===== src/rtl/store_pkg.sv =====
// rtl/store_pkg.sv - shared funct3 codes, FSM state and completion status encodings for the store path
package store_pkg;

  localparam logic [2:0] F3_SB = 3'b000;
  localparam logic [2:0] F3_SH = 3'b001;
  localparam logic [2:0] F3_SW = 3'b010;

  localparam int TCNT_W = 8;

  typedef enum logic {
    ST_IDLE = 1'b0,
    ST_REQ  = 1'b1
  } state_e;

  typedef enum logic [1:0] {
    ERR_OK       = 2'b00,
    ERR_MISALIGN = 2'b01,
    ERR_ILLEGAL  = 2'b10,
    ERR_TIMEOUT  = 2'b11
  } err_e;

endpackage


===== src/rtl/store_lane_enc.sv =====
// rtl/store_lane_enc.sv - combinational funct3/addr/wdata to byte-lane enables and replicated data
module store_lane_enc
  import store_pkg::*;
(
  input  logic [2:0]  funct3,
  input  logic [1:0]  addr_lo,
  input  logic [31:0] wdata,
  output logic [3:0]  dwe,
  output logic [31:0] dwdata,
  output logic        misaligned,
  output logic        illegal
);

  // Lane enables use the force-aligned offset; the misaligned flag lets the caller decide whether to trap.
  always_comb begin
    dwe        = 4'b0000;
    dwdata     = wdata;
    misaligned = 1'b0;
    illegal    = 1'b0;
    case (funct3)
      F3_SB: begin
        dwe    = 4'b0001 << addr_lo;
        dwdata = {4{wdata[7:0]}};
      end
      F3_SH: begin
        dwe        = 4'b0011 << {addr_lo[1], 1'b0};
        dwdata     = {2{wdata[15:0]}};
        misaligned = addr_lo[0];
      end
      F3_SW: begin
        dwe        = 4'b1111;
        dwdata     = wdata;
        misaligned = |addr_lo;
      end
      default: begin
        illegal = 1'b1;
      end
    endcase
  end

endmodule


===== src/rtl/store_unit.sv =====
// rtl/store_unit.sv - S-type store to data-memory req/ack write port with timeout; STORE_MISALIGN_TRAP_EN traps misaligned stores
module store_unit
  import store_pkg::*;
#(
  parameter int TIMEOUT_CYCLES = 16,
  parameter int ADDR_W         = 32
) (
  input  logic              clk,
  input  logic              rst_n,
  input  logic              s_valid,
  output logic              s_ready,
  input  logic [2:0]        s_funct3,
  input  logic [ADDR_W-1:0] s_addr,
  input  logic [31:0]       s_wdata,
  output logic              s_done,
  output logic [1:0]        s_err,
  output logic              mem_req,
  input  logic              mem_ack,
  output logic [ADDR_W-1:0] daddr,
  output logic [3:0]        dwe,
  output logic [31:0]       dwdata
);

  localparam logic [TCNT_W-1:0] TCNT_LAST = TCNT_W'(TIMEOUT_CYCLES - 1);

  state_e              state_q, state_d;
  logic [ADDR_W-1:0]   daddr_q, daddr_d;
  logic [3:0]          dwe_q, dwe_d;
  logic [31:0]         dwdata_q, dwdata_d;
  logic                s_done_q, s_done_d;
  err_e                s_err_q, s_err_d;
  logic [TCNT_W-1:0]   tcnt_q, tcnt_d;

  logic [3:0]  enc_dwe;
  logic [31:0] enc_dwdata;
  logic        enc_misaligned;
  logic        enc_illegal;
  logic        trap_misalign;
  logic        accept;

  store_lane_enc u_enc (
    .funct3     (s_funct3),
    .addr_lo    (s_addr[1:0]),
    .wdata      (s_wdata),
    .dwe        (enc_dwe),
    .dwdata     (enc_dwdata),
    .misaligned (enc_misaligned),
    .illegal    (enc_illegal)
  );

`ifdef STORE_MISALIGN_TRAP_EN
  assign trap_misalign = enc_misaligned;
`else
  // Misaligned stores proceed force-aligned, so the flag has no consumer here.
  logic unused_misaligned;
  assign unused_misaligned = enc_misaligned;
  assign trap_misalign     = 1'b0;
`endif

  assign accept = s_valid && (state_q == ST_IDLE);

  always_comb begin
    state_d  = state_q;
    daddr_d  = daddr_q;
    dwe_d    = dwe_q;
    dwdata_d = dwdata_q;
    s_done_d = 1'b0;
    s_err_d  = ERR_OK;
    tcnt_d   = tcnt_q;

    case (state_q)
      ST_IDLE: begin
        if (accept) begin
          if (enc_illegal) begin
            s_done_d = 1'b1;
            s_err_d  = ERR_ILLEGAL;
          end else if (trap_misalign) begin
            s_done_d = 1'b1;
            s_err_d  = ERR_MISALIGN;
          end else begin
            state_d  = ST_REQ;
            daddr_d  = {s_addr[ADDR_W-1:2], 2'b00};
            dwe_d    = enc_dwe;
            dwdata_d = enc_dwdata;
            tcnt_d   = '0;
          end
        end
      end
      ST_REQ: begin
        // An ack in the last permitted cycle still completes the store.
        if (mem_ack) begin
          state_d  = ST_IDLE;
          dwe_d    = 4'b0000;
          s_done_d = 1'b1;
          s_err_d  = ERR_OK;
        end else if (tcnt_q == TCNT_LAST) begin
          state_d  = ST_IDLE;
          dwe_d    = 4'b0000;
          s_done_d = 1'b1;
          s_err_d  = ERR_TIMEOUT;
        end else begin
          tcnt_d = tcnt_q + TCNT_W'(1);
        end
      end
      default: begin
        state_d = ST_IDLE;
        dwe_d   = 4'b0000;
      end
    endcase
  end

  always_ff @(posedge clk or negedge rst_n) begin
    if (!rst_n) begin
      state_q  <= ST_IDLE;
      daddr_q  <= '0;
      dwe_q    <= 4'b0000;
      dwdata_q <= 32'h0;
      s_done_q <= 1'b0;
      s_err_q  <= ERR_OK;
      tcnt_q   <= '0;
    end else begin
      state_q  <= state_d;
      daddr_q  <= daddr_d;
      dwe_q    <= dwe_d;
      dwdata_q <= dwdata_d;
      s_done_q <= s_done_d;
      s_err_q  <= s_err_d;
      tcnt_q   <= tcnt_d;
    end
  end

  assign s_ready = (state_q == ST_IDLE);
  assign mem_req = (state_q == ST_REQ);
  assign daddr   = daddr_q;
  assign dwe     = dwe_q;
  assign dwdata  = dwdata_q;
  assign s_done  = s_done_q;
  assign s_err   = s_err_q;

endmodule


===== config.mk =====
export PLATFORM = sky130hd
export DESIGN_NAME = store_unit
export DESIGN_NICKNAME = d
export VERILOG_FILES = /design/src/rtl/store_pkg.sv /design/src/rtl/store_lane_enc.sv /design/src/rtl/store_unit.sv
export SDC_FILE = /design/constraint.sdc
export NUM_CORES = 1
export LEC_CHECK = 0
export CAP_MARGIN = 20
export CORE_ASPECT_RATIO = 1.1
export CORE_MARGIN = 3
export CORE_UTILIZATION = 55
export CTS_BUF_LIST = sky130_fd_sc_hd__clkbuf_4
export DETAILED_ROUTE_END_ITERATION = 10
export DONT_BUFFER_PORTS = 1
export GPL_ROUTABILITY_DRIVEN = 0
export PLACE_DENSITY = 0.7
export SYNTH_ARGS = -nofsm -noshare
export SYNTH_HDL_FRONTEND = slang
export SYNTH_SLANG_ARGS = --single-unit

===== constraint.sdc =====
create_clock -name clk -period 2.2 [get_ports clk]
set_clock_uncertainty 0.15 [all_clocks]
set_input_delay 0.33 -clock clk [delete_from_list [all_inputs] [get_ports clk]]
set_output_delay 0.33 -clock clk [all_outputs]
set_load 0.005 [all_outputs]

## Word level (Yosys, flattened, before mapping)

Index checks and enable logic that the tools add are counted.

- Flip-flop bits (word level): 78
- Bits in latches: 0
- RAM bits: 0
- Memory bits (read-only): 0
- Output and inout port bits: 73
- Logic and storage cells: 52
- Memories: 0

- $add $sub $neg: 1
- $mul: 0
- Divide/modulo/power cells: 0
- $lt $le $gt $ge: 0
- Equal/unequal tests: 8
- Shift-type cells: 2
- Mux-type cells: 27
- Bitwise operators: 1
- Reductions and logical operators: 6

Operator list:

| cell | number |
|---|---|
| $pmux 32 s2 | 1 |
| $mux 8 | 4 |
| $mux 4 | 4 |
| $pmux 8 s2 | 1 |
| $pmux 4 s3 | 1 |
| $add 8x1->8 const B | 1 |
| $eq 8x4->1 const B | 1 |
| $mux 1 | 8 |
| $mux 2 | 4 |
| $pmux 4 s2 | 1 |
| $ne 2x2->1 const B | 3 |
| $reduce_and 3->1 | 2 |
| $pmux 1 s2 | 2 |
| $pmux 2 s2 | 1 |
| $reduce_and 4->1 | 1 |
| $shl 1x2->4 const A | 1 |
| $shl 2x2->4 const A | 1 |
| $eq 3x1->1 const B | 1 |
| $eq 3x2->1 const B | 1 |
| $logic_not 3->1 | 1 |
| $ne 3x2->1 const B | 1 |
| $reduce_or 3->1 | 1 |
| $ne 2x1->1 const B | 1 |
| $logic_and 1x1->1 | 1 |
| $not 1->1 | 1 |

## Longest topological paths before layout

Gate-level depths: netlist (run 1).

- Depth after elaboration: 5
- Depth in mapped cells: 7
- Gate-level depth less buffers: 6

## Hierarchy

From an unflattened synthesis (run 1), not the netlist that was laid out.

- Cells, all modules: 409
- Area, all modules: 3612.2 um2

By module, submodules not included:

| module | times used | cells each | area each (um2) | sequential area each (um2) |
|---|---|---|---|---|
| store_unit | 1 | 338 | 3078.0 | 1951.9 |
| store_lane_enc | 1 | 71 | 534.3 | 0.0 |

## Worst setup path before layout (run 1)

No wires, ideal clock.

- Path type: register -> register
- Start: register tcnt_q[0]
- End: register tcnt_q[7]
- Setup time: 0.124 ns
- Arrival time: 1.469 ns
- Data required time: 1.926 ns
- Path slack: 0.458 ns
- Cell stages (with the launch flop): 6
- Path buffers: 0
- Clock period less this slack: 1.742 ns
- Path through: dfrtp_1 -> ha_1 -> and3_1 -> a21o_2 -> and2_4 -> a211o_1

- Cells in the longest elaborated chain, start to end: 4

Ends and longest elaborated chain:

| what | line | text |
|---|---|---|
| start, declared | store_unit.sv:32 | `logic [TCNT_W-1:0] tcnt_q, tcnt_d;` |
| start signal, assigned | store_unit.sv:128 | `tcnt_q <= tcnt_d;` |
| $add 8x1->8 | store_unit.sv:102 | `tcnt_d = tcnt_q + TCNT_W'(1);` |
| $mux 8 | store_unit.sv:96 | `end else if (tcnt_q == TCNT_LAST) begin` |
| $mux 8 | store_unit.sv:91 | `if (mem_ack) begin` |
| $pmux 8 s2 | store_unit.sv:71 | `case (state_q)` |

Parallel ways exist; a longest one is shown, timed or not. The select of a mux whose other input is x is not followed.
A chain may end at the register's enable or synchronous reset.

## Worst setup path in the final report (run 1)

Ends and elaborated chain as after synthesis.

==> results of run 1 <==
[synthesized netlist by cell type]
| library cell | number | share of area |
|---|---|---|
| and2_4 | 1 | 0.0025 |
| nor4_1 | 1 | 0.0018 |
| nor3_1 | 2 | 0.0029 |
| nor4_4 | 1 | 0.0061 |
| inv_1 | 5 | 0.0054 |
| nand2b_1 | 2 | 0.0036 |
| nor3_4 | 1 | 0.0047 |
| o2bb2ai_1 | 6 | 0.015 |
| mux2_4 | 10 | 0.043 |
| nor2_1 | 3 | 0.0032 |
| nor2_2 | 1 | 0.0018 |
| a21oi_1 | 8 | 0.012 |
| a31oi_1 | 2 | 0.0036 |
| and3_1 | 5 | 0.0090 |
| ha_1 | 1 | 0.0036 |
| mux2i_1 | 26 | 0.075 |
| nand3b_4 | 1 | 0.0058 |
| nand3_1 | 6 | 0.0087 |
| or2_2 | 1 | 0.0018 |
| nand2_1 | 36 | 0.039 |
| buf_2 | 6 | 0.0087 |
| and4_1 | 1 | 0.0025 |
| buf_4 | 2 | 0.0043 |
| mux2_2 | 24 | 0.078 |
| buf_6 | 4 | 0.013 |
| o21ai_0 | 37 | 0.053 |
| a21o_2 | 1 | 0.0025 |
| a21o_1 | 1 | 0.0022 |
| dfrtp_1 | 78 | 0.56 |
| o21a_1 | 1 | 0.0022 |
| conb_1 | 1 | 0.0011 |
| o22ai_1 | 1 | 0.0018 |
| clkbuf_1 | 4 | 0.0043 |
| a211o_1 | 1 | 0.0025 |
| mux2_1 | 4 | 0.013 |
[per-layer routing]
layer / vias up / share of wire / global-route usage / wire length [microns]
met5: - / 0 / 0 / 0
met4: 0 / 0.013 / 0.0816 / 106
met3: 9 / 0.094 / 0.0867 / 793
met2: 108 / 0.51 / 0.382 / 4320
met1: 1173 / 0.38 / 0.293 / 3200
li1: 1138 / - / - / -
[area by class of cell]
type,instances,share of cell area
clock buffers,10,0.0172
clock inverters,6,0.0198
inverters,5,0.00430
multi-input cells,187,0.321
flip-flops and latches,78,0.447
well taps,77,0.0221
repair buffers,72,0.169
[path summary, 6_finish.rpt]
path	start	endpoint	slack, ns	depth (start not counted)
worst max register to register	tcnt_q[0]	tcnt_q[7]	0.34	5
max in group asynchronous	rst_n	tcnt_q[0]	1.25	2
min in group asynchronous	rst_n	dwe[3]	0.35	2
worst min register to register	dwdata[18]	dwdata[18]	0.38	2
worst max-delay path	tcnt_q[0]	tcnt_q[7]	0.34	5
worst min-delay path	mem_ack	tcnt_q[4]	0.02	3
[worst register-to-register path, delay by kind of cell (launching register included)]
| kind | cells | cell delay (ns) |
|---|---|---|
| flip-flops | 1 | 0.44 |
| AO/OA/AOI/OAI | 2 | 0.52 |
| AND/OR/NAND/NOR | 2 | 0.40 |
| adder cells (fa/ha/maj) | 1 | 0.25 |
[metrics by stage]
stage / area [sq um] / hold slack, ns / setup slack, ns / util
after CTS: 4330 / -0.586 / 0.344 / 0.727
final: 4360 / 0.0230 / 0.338 / 0.733
after floorplan: 3470 / -0.116 / 0.458 / -
after global routing: 4360 / 0.00925 / 0.271 / 0.733
after global placement: 3520 / -0.114 / 0.422 / 0.592
after detailed placement: 3520 / -0.114 / 0.355 / 0.592
[power by group through the flow]
stage               sequential (mW)  clock (mW)  combinational, mW
global route                   2.09        1.04              0.709
CTS                            2.05       0.982              0.589
detailed placement             2.07           0              0.490
finish                         2.04       0.959              0.628
floorplan                      1.98           0              0.432
global placement               2.06           0              0.464
[cells in the final DEF, fill, tap and decap left out, types with 6 or more instances in the layout]
| cell type | n |
|---|---|
| mux2_2 | 24 |
| a21oi_1 | 8 |
| o21ai_0 | 37 |
| nand3_1 | 6 |
| clkbuf_4 | 10 |
| mux2i_1 | 26 |
| o2bb2ai_1 | 6 |
| mux2_4 | 10 |
| dfrtp_1 | 78 |
| nand2_1 | 36 |
| dlygate4sd3_1 | 65 |
[cells by family after synthesis]
family,share of synthesized area
flip-flops,0.562
multiplexers,0.209
AND/OR/NAND/NOR,0.0934
AO/OA/AOI/OAI,0.0948
buffers and inverters,0.0357
adder cells (fa/ha/maj),0.00360
other,0.00108
[sequential cells by signal (all words and copies together), names as in the netlist]
signal,count
s_err,2
s_done,1
daddr,30
dwe,4
tcnt_q,8
mem_req,1
dwdata,32
==> reports/metrics.cfg, run 1 <==
[clock_network]
hold_buffers = 64
clock_latency_ns = 0.40
ctsResizeCount = 0
clk_pin_slew_ns = 0.11
cts_setup_buffers = 0
clock_sink_count = 78
cts_tree = built
h-tree-depth = 3
clock_path_buffers = 2
root_buffer = clkbuf_4
cts_made_buffers = 9

[floorplan]
dieHeight_microns = 89.3
dieWidth_microns = 81.7
fp-row-count = 29
initial_core_util = 0.583
die_area_sq_um = 7300
core_area_sq_um = 5950
io_pins = 144

[critical_path]
critPathMaxFanout = 5
critPathTopFamily = compound AO/OA/AOI/OAI gates
slowest_delay_ns = 0.44
crit_path_end_kind = flop
crit_required_ns = 2.34
crit_arrival_ns = 2.01
path_cells = ha_1, and3_1, a21o_2, and2_4, a211o_1
worst_setup_path_start_kind = flop
cp_slowest_cell = dfrtp_1
path_class = flop to flop
cp_num_buf_inv = 0

[sta]
post-route-min-period_ns = 1.86
max_freq_mhz = 537
hold_viol = 0
worst_slew_pin_slew_ns = 0.563
slew_violations = 0
period_share = 0.846
finalSetupTns_ns = 0
rsz0062_at_grt = false
setup-violations-final = 0
slew_headroom = 0.623

[layout]
stdcell_count = 435
antenna_cells = 0
fillCellCount = 412
area.growth.synth_to_final_pct = 25.7
drive_gt1_frac = 0.179
finalNetCount = 425
seqCellArea_sq_um = 1950
multi_input_area_sq_um = 1400

[global_routing]
grt_usage = 0.236
antenna_found_initial = 0
grt.overflow.total = 0
grt_pass1_wl_microns = 12900
first_global_vias = 2516
grt_max_degree = 79

[detailed_routing]
vias = 2428
dr.first_iter.drc_count = 99
vias_per_cell = 5.58
first_pass_iters = 4
drtAntennaViolNets = 0
postRouteWirelength_microns = 8420
drc = 0
wire_per_inst_microns = 19.4

[synth]
avgSynthCellArea_sq_um = 12.2
ys_seq_elements = 78
synth.distinct_cells = 35
synthesis.area_sq_um = 3470
synthCells = 285
synth_seq_area_share = 0.562
yosys_warnings = 0

[flow_run]
max_cap_violations = 0

[power]
clkPwrFrac = 0.264
share_comb_of_total_power = 0.173
p_total_mw = 3.63
switching_share = 0.286
p_leak_nw = 1.98
p_seq_frac = 0.562
ir_drop_v = 0.000622
switching_power_mw = 1.04
intPower_mw = 2.59
power_density_nw_per_um2 = 831

[placed_design]
port_buffers = 0
dp_hpwl_microns = 5120
place_inst = 353

[min_path]
min_path_type = input pin to flop

[status]
status = finished, final reports clean

Note: power is estimated with default switching activity, not from simulation.
==> run 2, diff against run 1 <==
==> constraint.sdc (replaced) <==
create_clock -name clk -period 1.8 [get_ports clk]
set_clock_uncertainty 0.15 [all_clocks]
set_input_delay 0.27 -clock clk [delete_from_list [all_inputs] [get_ports clk]]
set_output_delay 0.27 -clock clk [all_outputs]
set_load 0.005 [all_outputs]
==> reports/metrics.cfg, run 2 (synthesis gave the netlist of run 1 again) <==
[status]
violations = hold timing
status = finished with violations

[sta]
period_share = 0.956
hold_viol = 78
setup-violations-final = 0
finalSetupTns_ns = 0
whs_ns = -0.618
post-route-min-period_ns = 1.72
rsz0062_at_grt = false
slew_violations = 0
max_freq_mhz = 581
setup_ws_ns = 0.0793

[global_routing]
grt.overflow.total = 0
grt_usage = 0.247
grt_pass1_wl_microns = 13500
antenna_found_initial = 0
first_global_vias = 2712
grt_max_degree = 79

[floorplan]
dieHeight_microns = 89.3
initial_core_util = 0.583
fp-row-count = 29
core_area_sq_um = 5950
dieWidth_microns = 81.7
io_pins = 144
die_area_sq_um = 7300

[placed_design]
place_ws_ns = 0.0365
placed_area_sq_um = 3550
dp_hpwl_microns = 5130
port_buffers = 0

[critical_path]
crit_end = tcnt_q[7]
rr_startpoint = tcnt_q[5]
crit_required_ns = 1.96
startpoint = tcnt_q[5]
reg2reg_slack_ns = 0.08
crit_path_end_kind = flop
crit_arrival_ns = 1.88
worst_setup_path_start_kind = flop
r2r_end = tcnt_q[7]
critPathMaxFanout = 5
path_class = flop to flop
r2r_cells = 5

[layout]
fillCellCount = 391
drive_gt1_frac = 0.188
largest_register_ffs = 32
multi_input_area_sq_um = 1410
antenna_cells = 0
final_common_cell = dfrtp_1
finalNetCount = 434
finish.utilization = 0.745
seqCellArea_sq_um = 1950
final_area_sq_um = 4430
area.growth.synth_to_final_pct = 27.8
final_cell_mix = dfrtp_1, dlygate4sd3_1, o21ai_0, nand2_1, mux2i_1

[power]
p_total_mw = 4.49
ir_drop_v = 0.000654
p_leak_nw = 2.01
power_density_nw_per_um2 = 1010

[clock_network]
clock_sink_count = 78
cts_tree = built
h-tree-depth = 3
root_buffer = clkbuf_4
hold_buffers = 70
clock_latency_ns = 0.41
clk_pin_slew_ns = 0.13
cts_made_buffers = 9
clock_path_buffers = 2

[flow_run]
max_cap_violations = 0

[detailed_routing]
drc = 0
first_pass_iters = 5
postRouteWirelength_microns = 8810
drtAntennaViolNets = 0
vias_per_cell = 5.73
dr.first_iter.drc_count = 123
wire_per_inst_microns = 19.8
vias = 2544

[min_path]
min_path_type = input pin to async pin

run 2: repair_timing:
action | CTS | global route
hold endpoints to repair | 150 | 78
setup buffers | 0 | 1
endpoints found under the setup margin | 0 | 3
resized for setup | 0 | 3
run 2: cell type report:
| class | count | area share |
|---|---|---|
| inverter | 5 | 0.00423 |
| clock buffer | 9 | 0.0152 |
| tap | 77 | 0.0217 |
| clock inverter | 7 | 0.0220 |
| multi-input combinational | 187 | 0.317 |
| sequential | 78 | 0.440 |
| timing repair buffer | 81 | 0.179 |
run 2: stage by stage:
stage / instances / hold WS, ns
after floorplan: 286 / -0.176
after global routing: 444 / -0.669
after global placement: 357 / -0.173
after detailed placement: 357 / -0.173
final: 444 / -0.618
after CTS: 443 / -0.654
run 2: power breakdown:
part	switching, mW	total (mW)	internal (mW)	leakage, nW
Clock	0.631	1.20	0.571	0.0894
Combinational	0.323	0.801	0.478	0.962
Sequential	0.352	2.49	2.14	0.957
run 2: metal layers:
metal | GRT usage | wire [microns] | vias to the layer above
met2 | 0.420 | 4570 | 126
met5 | 0 | 0 | -
met4 | 0.116 | 195 | 0
met1 | 0.281 | 3210 | 1240
met3 | 0.0806 | 831 | 19
li1 | - | - | 1159
run 2: critical path: stages, from the launching register on:
cell     delay [ns]
dfrtp_1        0.45
nor4_4         0.38
a21o_2         0.20
buf_4          0.13
nor3_1         0.05
a211o_1        0.26
run 2: worst min path at each step:
stage / end
after floorplan: daddr[10]
after global placement: tcnt_q[2]
after detailed placement: tcnt_q[2]
after CTS: daddr[26]
after global routing: daddr[15]
final: daddr[13]
==> run 3, diff against run 2 <==
--- a/config.mk
+++ b/config.mk
@@ -6,7 +6,6 @@
 export NUM_CORES = 1
 export LEC_CHECK = 0
 export CAP_MARGIN = 20
-export CORE_ASPECT_RATIO = 1.1
 export CORE_MARGIN = 3
 export CORE_UTILIZATION = 55
 export CTS_BUF_LIST = sky130_fd_sc_hd__clkbuf_4
@@ -14,6 +13,7 @@
 export DONT_BUFFER_PORTS = 1
 export GPL_ROUTABILITY_DRIVEN = 0
 export PLACE_DENSITY = 0.7
+export SETUP_SLACK_MARGIN = 0.3
 export SYNTH_ARGS = -nofsm -noshare
 export SYNTH_HDL_FRONTEND = slang
 export SYNTH_SLANG_ARGS = --single-unit
==> constraint.sdc (replaced) <==
create_clock -name clk -period 2.09 [get_ports clk]
set_clock_uncertainty 0.15 [all_clocks]
set_input_delay 0.3135 -clock clk [delete_from_list [all_inputs] [get_ports clk]]
set_output_delay 0.3135 -clock clk [all_outputs]
set_load 0.005 [all_outputs]
==> reports/metrics.cfg, run 3 (synthesis gave the netlist of run 1 again) <==
[status]
status = finished with violations
violations = hold timing

[detailed_routing]
dr.first_iter.drc_count = 87
postRouteWirelength_microns = 8400
vias = 2504
drtAntennaViolNets = 0
first_pass_iters = 4
drc = 0
wire_per_inst_microns = 19.0
vias_per_cell = 5.67

[layout]
final_cell_mix = dfrtp_1, dlygate4sd3_1, o21ai_0, nand2_1, mux2i_1
final_area_sq_um = 4410
final_common_cell = dfrtp_1
area.growth.synth_to_final_pct = 27.2
largest_register_ffs = 32
fillCellCount = 404
drive_gt1_frac = 0.199
finalNetCount = 434
antenna_cells = 0
finish.utilization = 0.733

[clock_network]
hold_buffers = 66
clock_sink_count = 78
clock_path_buffers = 2
cts_tree = built
root_buffer = clkbuf_4
cts_made_buffers = 9
clock_latency_ns = 0.41
h-tree-depth = 3
clk_pin_slew_ns = 0.12

[min_path]
min_path_type = input pin to async pin

[power]
p_leak_nw = 2.00
ir_drop_v = 0.000591
power_density_nw_per_um2 = 839

[critical_path]
critPathMaxFanout = 6
path_class = flop to output port
crit_required_ns = 1.63
worst_setup_path_start_kind = flop
crit_arrival_ns = 1.27
crit_path_end_kind = output port

[sta]
slew_headroom = 0.617
rsz0062_at_grt = false
period_share = 0.832
post-route-min-period_ns = 1.74
setup-violations-final = 0
worst_slew_pin_slew_ns = 0.573
slew_violations = 0
finalSetupTns_ns = 0
max_freq_mhz = 575
hold_viol = 78
whs_ns = -0.571

[floorplan]
dieWidth_microns = 85.4
io_pins = 144
fp-row-count = 28
initial_core_util = 0.576
dieHeight_microns = 85.4
die_area_sq_um = 7300
core_area_sq_um = 6030

[placed_design]
dp_hpwl_microns = 5130
placed_area_sq_um = 3530
port_buffers = 0

[global_routing]
first_global_vias = 2678
grt_usage = 0.233
antenna_found_initial = 0
grt.overflow.total = 0
grt_max_degree = 79
grt_pass1_wl_microns = 13200

[flow_run]
max_cap_violations = 0

-- run 3: what timing repair did --
action                     in CTS  in global routing
gates cloned                    0                  1
setup buffers                   2                  7
pin swaps                       0                  3
gates resized for setup         0                  5
setup endpoints to repair       1                 34
hold endpoints to repair      148                 78
-- run 3: routing by layer --
layer | GRT usage | wire length (microns)
met5 | 0 | 0
met4 | 0.122 | 272
met3 | 0.0631 | 662
met2 | 0.381 | 4190
met1 | 0.282 | 3270
-- run 3: path summary, 6_finish.rpt --
check,from,to,slack (ns),cells after the start
max,mem_req,s_ready,0.35,2
min in group clk,s_addr[0],dwe[0],0.06,3
max in group asynchronous,rst_n,dwdata[13],2.25,0
min reg2reg,dwdata[19],dwdata[19],0.38,2
max reg2reg,tcnt_q[5],tcnt_q[7],0.37,4
min,rst_n,tcnt_q[6],-0.57,0
-- run 3: area by class of cell --
class                      instances  area, sq um  area share
sequential                        78         1950       0.442
multi-input combinational        188         1430       0.323
timing repair buffer              80          791       0.179
tap                               75         93.8      0.0213
clock buffer                       9         67.6      0.0153
clock inverter                     7         63.8      0.0145
inverter                           5         18.8     0.00425
-- run 3: through the flow --
step	total power, mW	setup slack, ns	cells	hold WS, ns
global placement	2.66	0.313	350	-0.130
detailed placement	2.70	0.282	350	-0.130
finish	3.71	0.352	442	-0.571
CTS	3.69	0.306	434	-0.598
global route	3.91	0.294	442	-0.604
floorplan	2.54	0.348	286	-0.132
-- run 3: worst max-delay path, stage by stage, from the launching register on --
cell	delay, ns
dfrtp_1	0.45
inv_1	0.21
buf_4	0.20
-- run 3: where the power goes --
group / total, mW / internal [mW] / switching, mW
registers: 2.15 / 1.84 / 0.305
logic: 0.694 / 0.423 / 0.271
clock network: 0.866 / 0.357 / 0.509
